==> src/rtl/riscv_mem_pkg.sv <==
// Shared constants for the data-RAM arbiter: lock FSM states, owner tags and default widths.
package riscv_mem_pkg;

  localparam int DEF_ADDR_W = 18;
  localparam int DEF_DATA_W = 32;

  typedef enum logic {
    ARB    = 1'b0,
    LOCKED = 1'b1
  } arb_state_e;

  localparam logic OWN_M0 = 1'b0;
  localparam logic OWN_M1 = 1'b1;

endpackage

==> src/rtl/arb_rr2.sv <==
// Two-input picker: single requester wins; on contention either M0 (fixed priority)
// or the master that was not granted last.
module arb_rr2
  import riscv_mem_pkg::*;
(
  input  logic [1:0] req_i,
  input  logic       last_i,
  input  logic       fixed_prio_i,
  output logic [1:0] gnt_o
);

  always_comb begin
    // NOTE: default assignment first so every path drives gnt_o and no latch is inferred.
    gnt_o = 2'b00;
    if (req_i[0] && (!req_i[1] || fixed_prio_i || last_i == OWN_M1)) begin
      gnt_o = 2'b01;
    end else if (req_i[1]) begin
      gnt_o = 2'b10;
    end
  end

endmodule

==> src/rtl/dram_arbiter.sv <==
// Shares the single-port data RAM between the core LSU (M0) and the loader/debug port (M1),
// with an M1 bus lock bounded by a watchdog that counts cycles M0 is kept waiting.
module dram_arbiter
  import riscv_mem_pkg::*;
#(
  parameter  int ADDR_W     = DEF_ADDR_W,
  parameter  int DATA_W     = DEF_DATA_W,
  parameter  int FIXED_PRIO = 0,
  parameter  int LOCK_MAX   = 64,
  localparam int STRB_W     = DATA_W / 8
) (
  input  logic              clk,
  input  logic              reset,
  input  logic              m0_req,
  input  logic              m0_we,
  input  logic [ADDR_W-1:0] m0_addr,
  input  logic [DATA_W-1:0] m0_wdata,
  input  logic [STRB_W-1:0] m0_strb,
  output logic              m0_gnt,
  output logic              m0_rvalid,
  output logic [DATA_W-1:0] m0_rdata,
  input  logic              m1_req,
  input  logic              m1_we,
  input  logic [ADDR_W-1:0] m1_addr,
  input  logic [DATA_W-1:0] m1_wdata,
  input  logic [STRB_W-1:0] m1_strb,
  output logic              m1_gnt,
  output logic              m1_rvalid,
  output logic [DATA_W-1:0] m1_rdata,
  input  logic              m1_lock,
  output logic              ram_en,
  output logic [STRB_W-1:0] ram_we,
  output logic [ADDR_W-1:0] ram_addr,
  output logic [DATA_W-1:0] ram_wdata,
  input  logic [DATA_W-1:0] ram_rdata
);

  localparam int WDOG_W = $clog2(LOCK_MAX + 1);
  localparam logic [WDOG_W-1:0] WDOG_MAX = WDOG_W'(LOCK_MAX);

  arb_state_e        state_q;
  logic              last_q;
  logic [WDOG_W-1:0] wdog_q, wdog_d;
  logic              rd_pend_q;
  logic              rd_own_q;

  logic [1:0]        arb_req;
  logic [1:0]        gnt;
  logic              sel_we;
  logic [STRB_W-1:0] sel_strb;
  logic [ADDR_W-1:0] sel_addr;
  logic [DATA_W-1:0] sel_wdata;

  // While locked M0 is masked out; reset masks everyone so no grant leaks out.
  assign arb_req = {m1_req & ~reset, m0_req & ~reset & (state_q == ARB)};

  arb_rr2 u_arb (
    .req_i       (arb_req),
    .last_i      (last_q),
    .fixed_prio_i(FIXED_PRIO != 0),
    .gnt_o       (gnt)
  );

  assign m0_gnt = gnt[0];
  assign m1_gnt = gnt[1];

  always_comb begin
    sel_we    = gnt[1] ? m1_we    : m0_we;
    sel_strb  = gnt[1] ? m1_strb  : m0_strb;
    sel_addr  = gnt[1] ? m1_addr  : m0_addr;
    sel_wdata = gnt[1] ? m1_wdata : m0_wdata;
    ram_en    = |gnt;
    ram_we    = (ram_en && sel_we) ? sel_strb : '0;
    ram_addr  = ram_en ? sel_addr  : '0;
    ram_wdata = ram_en ? sel_wdata : '0;
  end

  // Saturating count of cycles M0 spends waiting behind a lock.
  assign wdog_d = (m0_req && wdog_q != WDOG_MAX) ? wdog_q + 1'b1 : wdog_q;

  always_ff @(posedge clk) begin
    if (reset) begin
      state_q   <= ARB;
      last_q    <= OWN_M1;
      wdog_q    <= '0;
      rd_pend_q <= 1'b0;
      rd_own_q  <= OWN_M0;
    end else begin
      // NOTE: non-blocking assignments so every register samples pre-edge values.
      if (|gnt) begin
        last_q <= gnt[1] ? OWN_M1 : OWN_M0;
      end
      rd_pend_q <= ram_en && !sel_we;
      rd_own_q  <= gnt[1] ? OWN_M1 : OWN_M0;
      case (state_q)
        ARB: begin
          wdog_q <= '0;
          if (gnt[1] && m1_lock) begin
            state_q <= LOCKED;
          end
        end
        LOCKED: begin
          if (!m1_req || !m1_lock || wdog_d == WDOG_MAX) begin
            state_q <= ARB;
            wdog_q  <= '0;
          end else begin
            wdog_q <= wdog_d;
          end
        end
        default: state_q <= ARB;
      endcase
    end
  end

  // A read issued just before reset must not surface while reset is held.
  assign m0_rvalid = rd_pend_q && (rd_own_q == OWN_M0) && !reset;
  assign m1_rvalid = rd_pend_q && (rd_own_q == OWN_M1) && !reset;
  assign m0_rdata  = m0_rvalid ? ram_rdata : '0;
  assign m1_rdata  = m1_rvalid ? ram_rdata : '0;

endmodule
==> config.mk <==
export PLATFORM = sky130hd
export DESIGN_NAME = dram_arbiter
export DESIGN_NICKNAME = d
export VERILOG_FILES = /design/src/rtl/riscv_mem_pkg.sv /design/src/rtl/arb_rr2.sv /design/src/rtl/dram_arbiter.sv
export SDC_FILE = /design/constraint.sdc
export NUM_CORES = 1
export LEC_CHECK = 0
export BUFFER_PORTS_ARGS = -buffer_cell sky130_fd_sc_hd__buf_2
export CAP_MARGIN = 5
export CORE_AREA = 5 5 103 105
export DETAILED_ROUTE_END_ITERATION = 8
export DIE_AREA = 0 0 108 110
export PLACE_DENSITY = 0.59
export SYNTH_ARGS = -nofsm -noshare
export SYNTH_HDL_FRONTEND = slang
export SYNTH_SLANG_ARGS = --single-unit
==> constraint.sdc <==
create_clock -name clk -period 1.8 [get_ports clk]
set_input_delay 0.09 -clock clk [delete_from_list [all_inputs] [get_ports clk]]
set_output_delay 0.09 -clock clk [all_outputs]
set_load 0.05 [all_outputs]
-- Word level (Yosys, flattened, before mapping)
Index checks and enable logic that the tools add are counted.
- flip-flop bits (word level): 11
- output and inout port bits: 123
- logic and storage cells: 50
- $add $sub $neg: 1
- eq/ne operators: 2
- mux-type cells: 18
- bitwise gates (word level): 6
- reductions and logical operators: 18
- operators by type and width (operator ; count):
    32-bit two-way mux ; 4
    18-bit two-way mux ; 2
    7-bit two-way mux ; 2
    7-bit one-hot mux with 2 select lines ; 1
    1-bit logical AND ; 9
    4-bit two-way mux ; 2
    7-bit by 1-bit adder with 7-bit output, second input constant ; 1
    7-bit equality test, second input constant ; 1
    7-bit != test, second input constant ; 1
    1-bit zero test ; 5
    1-bit two-way mux ; 4
    2-bit two-way mux ; 2
    1-bit AND ; 3
    1-bit logical OR ; 3
    1-bit NOT ; 3
    1-bit one-hot mux with 2 select lines ; 1
    2-bit OR reduction ; 1

-- Depth between registers and ports, before layout
- depth after elaboration: 9
- depth in mapped cells: 8

-- Modules after synthesis
From an unflattened synthesis, not the netlist that was laid out.
- cells, all modules: 216
- area, all modules: 1600.3 sq um
- modules (own cells, without submodules) (module ; instances ; cells each ; area an instance (sq um)):
    dram_arbiter ; 1 ; 212 ; 1577.8
    arb_rr2 ; 1 ; 4 ; 22.5

-- Least setup slack after synthesis
Ideal clock, no wire load.
- kind: register to register
- start: reg state_q
- end: reg state_q
- library setup time: 0.125 ns
- arrival: 1.885 ns
- required time: 1.675 ns
- slack: -0.210 ns
- stages on the path, launching flop included: 5
- path through: dfxtp_1 > nor2b_1 > nor3b_1 > nand2b_1 > a31oi_1
- cells in the longest elaborated chain, start to end: 7
- RTL lines (what ; line ; text):
    from (decl) ; dram_arbiter.sv:41 ; arb_state_e state_q;
    from (signal assigned) ; dram_arbiter.sv:83 ; state_q <= ARB;
    from (signal assigned) ; dram_arbiter.sv:99 ; state_q <= LOCKED;
    from (signal assigned) ; dram_arbiter.sv:104 ; state_q <= ARB;
    1-bit NOT ; n/a ;
    1-bit AND ; dram_arbiter.sv:55 ; assign arb_req = {m1_req & ~reset, m0_req & ~reset & (state_q == ARB)};
    1-bit logical AND ; arb_rr2.sv:15 ; if (req_i[0] && (!req_i[1] || fixed_prio_i || last_i == OWN_M1)) begin
    2-bit two-way mux ; arb_rr2.sv:15 ;
    1-bit logical AND ; dram_arbiter.sv:98 ; if (gnt[1] && m1_lock) begin
    1-bit two-way mux ; dram_arbiter.sv:98 ;
    1-bit one-hot mux with 2 select lines (*) ; dram_arbiter.sv:95 ; case (state_q)
Mark *: on every way between the ends. The rest lies on a longest branch, timed or not.
A chain may end at the register's enable or synchronous reset.

-- Final worst setup path
- start: reg state_q
- end: out ram_we[0]
- cells in the longest elaborated chain, start to end: 7
- RTL lines (what ; line ; text):
    1-bit NOT (*) ; n/a ;
    1-bit AND (*) ; dram_arbiter.sv:55 ;
    1-bit logical AND (*) ; arb_rr2.sv:15 ;
    2-bit two-way mux (*) ; arb_rr2.sv:15 ;
    2-bit OR reduction or 1-bit two-way mux (tied branches) ; dram_arbiter.sv:72, dram_arbiter.sv:68 ;
    1-bit logical AND ; dram_arbiter.sv:73 ; ram_we = (ram_en && sel_we) ? sel_strb : '0;
    4-bit two-way mux (*) ; dram_arbiter.sv:73 ;
    to (decl) ; dram_arbiter.sv:32 ; output logic [STRB_W-1:0] ram_we,
Marked as above.

==> reports/qor.yml <==
run_status:
  status: "finished clean"
global_routing:
  antenna_found_initial: 0
  grt_max_degree: 57
  grt_pass1_wl_mm: 14.6
  grt_overflow: 0
  grt_pass1_vias: 3051
  track_usage: 0.151
yosys:
  ys_seq_area_frac: 0.112
  yosysTopAreaCellShare: 0.204
  syn_nets: 480
  ys_seq_elements: 11
  yosysWarningCount: 0
  synth_edf_count: 0
  yosys-top-cells-count: "nand2_1, and2_1, a21oi_1"
  syn_inst: 331
  synthFlopType: "dfxtp_1"
  yosysMostFrequentCell: "nand2_1"
  synth.area.top_cells: "and2_1, nand2_1, a21oi_1"
  synthArstFlopShare: 0
  avgSynthCellArea_um2: 5.94
  synth.distinct_cells: 40
  synth_top_area_cell: "and2_1"
  syn_area_um2: 1970
layout:
  final_util: 0.433
  multiInputGateArea_um2: 1740
  drive_gt1_frac: 0.598
  design_area_um2: 4130
  fill_cells: 985
  syn2layout_area_growth_pct: 110
  layout.nets: 744
  seqCellArea_um2: 221
  n_antenna_cell: 0
die:
  core_area_um2: 9550
  ios: 270
  start_util: 0.206
  rows: 36
  dieArea_um2: 11900
  dieWidth_um: 108
  dieHeight_um: 110
min_path:
  min_path_type: "input port to flip-flop"
  min_from: "reset"
worst_setup_path:
  start_kind: "flip-flop"
  crit_required_ns: 1.71
  crit_type: "flip-flop to output port"
  end_kind: "output port"
  rr_startpoint: "wdog_q[1]"
  startpoint: "state_q"
  crit_fanout: 7
  worst_ep_arrival_time_ns: 1.70
clocking:
  cts_root_buffer: "clkbuf_8"
  clkSlewWorstSetupHoldPaths_ns: 0.05
  insertion_delay_ns: 0.24
  tritoncts: "yes"
  ctsLongestPathBuffers: 2
  cts_sinks: 11
  cts-buffers-inserted: 3
  postCtsHoldBufs: 0
  h-tree-depth: 1
detailed_routing:
  wl_met2_mm: 6.06
  drtPass1Iterations: 4
  ant_nets: 0
  wl_met1_mm: 4.35
  routed_wl_mm: 11.7
  drt-vias-per-instance: 4.69
  vias: 3407
  highest_layer: "met4"
  drc_errors: 0
  dr_wl_met3_mm: 1.19
  first_iter_violations: 183
  wl_per_cell_um: 16.1
timing:
  finClkSkew_ns: 0.00576
  tightest_slew_ns: 0.354
  finalMaxSlewViolations: 0
  hold_viol_final: 0
  post-route-min-period_ns: 1.79
  fmax_ghz: 0.559
  holdWs_ns: 0.181
  setup_violations: 0
  period_share: 0.994
  rsz0062_at_grt: "yes"
  relSlewSlack: 0.764
placement:
  io_buffers: 269
  dpl-instance-area_um2: 3520
  place.gp.congestion: 0.828
  place_hpwl_mm: 8.60
pwr:
  p_per_area_nw_per_um2: 391
  sw_frac_of_total: 0.495
  power_frac_comb: 0.686
  p_sw_mw: 0.799
  power_frac_clock: 0.156
  p_int_mw: 0.816
  finalPower_mw: 1.61
  p_leak_nw: 2.24
  seqPwrFrac: 0.158
  vdd_drop_max_mv: 0.196
run:
  max_cap_viol_count: 0
final cells by class:
class | instances | share of cell area
timing repair buffer | 287 | 0.465
multi-input combinational | 286 | 0.422
sequential | 11 | 0.0536
tap | 133 | 0.0403
clock buffer | 4 | 0.0109
inverter | 6 | 0.00847
power by group through the flow:
stage | Sequential, mW | Combinational (mW) | Clock [mW]
2_1_floorplan | 0.257 | 0.641 | 0
3_3_place_gp | 0.258 | 0.924 | 0
3_5_place_dp | 0.258 | 0.930 | 0
4_1_cts | 0.253 | 0.991 | 0.258
5_1_grt | 0.255 | 1.17 | 0.278
6_report | 0.254 | 1.11 | 0.252
flip-flops by register name, summed over array words and instances (netlist names):
name / flops
last_q: 1
rd_own_q: 1
rd_pend_q: 1
state_q: 1
wdog_q: 7
through the flow:
| stage | TNS [ns] | instances | worst slack, ns |
|---|---|---|---|
| 2_1_floorplan | 0 | 331 | 0.00577 |
| 3_3_place_gp | 0 | 712 | 0.235 |
| 3_5_place_dp | 0 | 712 | 0.199 |
| 4_1_cts | 0 | 717 | 0.00274 |
| 5_1_grt | -1.47 | 727 | -0.104 |
| 6_report | 0 | 727 | 0.0102 |
critical path, cell delays in order (launching register included):
cell and delay [ns]:
dfxtp_2 0.36, nand3b_4 0.15, nand3b_4 0.19, clkinv_8 0.15
buf_12 0.13, nand3_1 0.10, a21oi_2 0.19, buf_6 0.18
cells by family (layout without fill, tap and decap cells):
family,after synthesis,count (layout),synth area share
xor+xnor,4,4,0.0178
flops,11,11,0.112
mux,2,2,0.0102
fa+ha+maj,2,2,0.0127
simple gates,207,207,0.532
buf+inv,34,297,0.118
compound gates,71,71,0.197
path summary, 6_finish.rpt:
| path | to | slack [ns] | depth (start not counted) |
|---|---|---|---|
| hold / removal | last_q | 0.18 | 2 |
| setup / recovery | ram_we[0] | 0.01 | 7 |
| setup reg to reg | state_q | 0.23 | 5 |
| hold reg to reg | state_q | 0.49 | 1 |
metal layers:
| metal | GRT usage | vias up |
|---|---|---|
| met4 | 0.0225 | 0 |
| met2 | 0.282 | 216 |
| met3 | 0.0355 | 10 |
| li1 | - | 1610 |
| met5 | 0 | - |
| met1 | 0.178 | 1571 |
layout by cell type, fill, tap and decap left out, types with 3 or more instances in the layout:
| master | synthesis | final |
|---|---|---|
| buf_2 | 6 | 215 |
| nand2_1 | 106 | 101 |
| and2_1 | 64 | 64 |
| a21oi_2 | 0 | 48 |
| buf_6 | 10 | 38 |
| buf_4 | 6 | 24 |
| a21oi_1 | 58 | 10 |
| dfxtp_1 | 11 | 10 |
| nand3_1 | 8 | 8 |
| nor2_1 | 6 | 6 |
| clkbuf_16 | 0 | 6 |
| inv_1 | 5 | 5 |
| nand2_2 | 0 | 4 |
| o21ai_0 | 3 | 3 |
| and3_1 | 3 | 3 |
| nand2b_1 | 3 | 3 |
| clkbuf_8 | 0 | 3 |
| buf_12 | 0 | 3 |
repair_timing:
item | CTS | global route
pin swaps | 0 | 5
setup endpoints to repair | 54 | 54
setup buffers | 0 | 2
gates cloned | 1 | 8
resized for setup | 54 | 60
(Power assumes the default switching activity.)
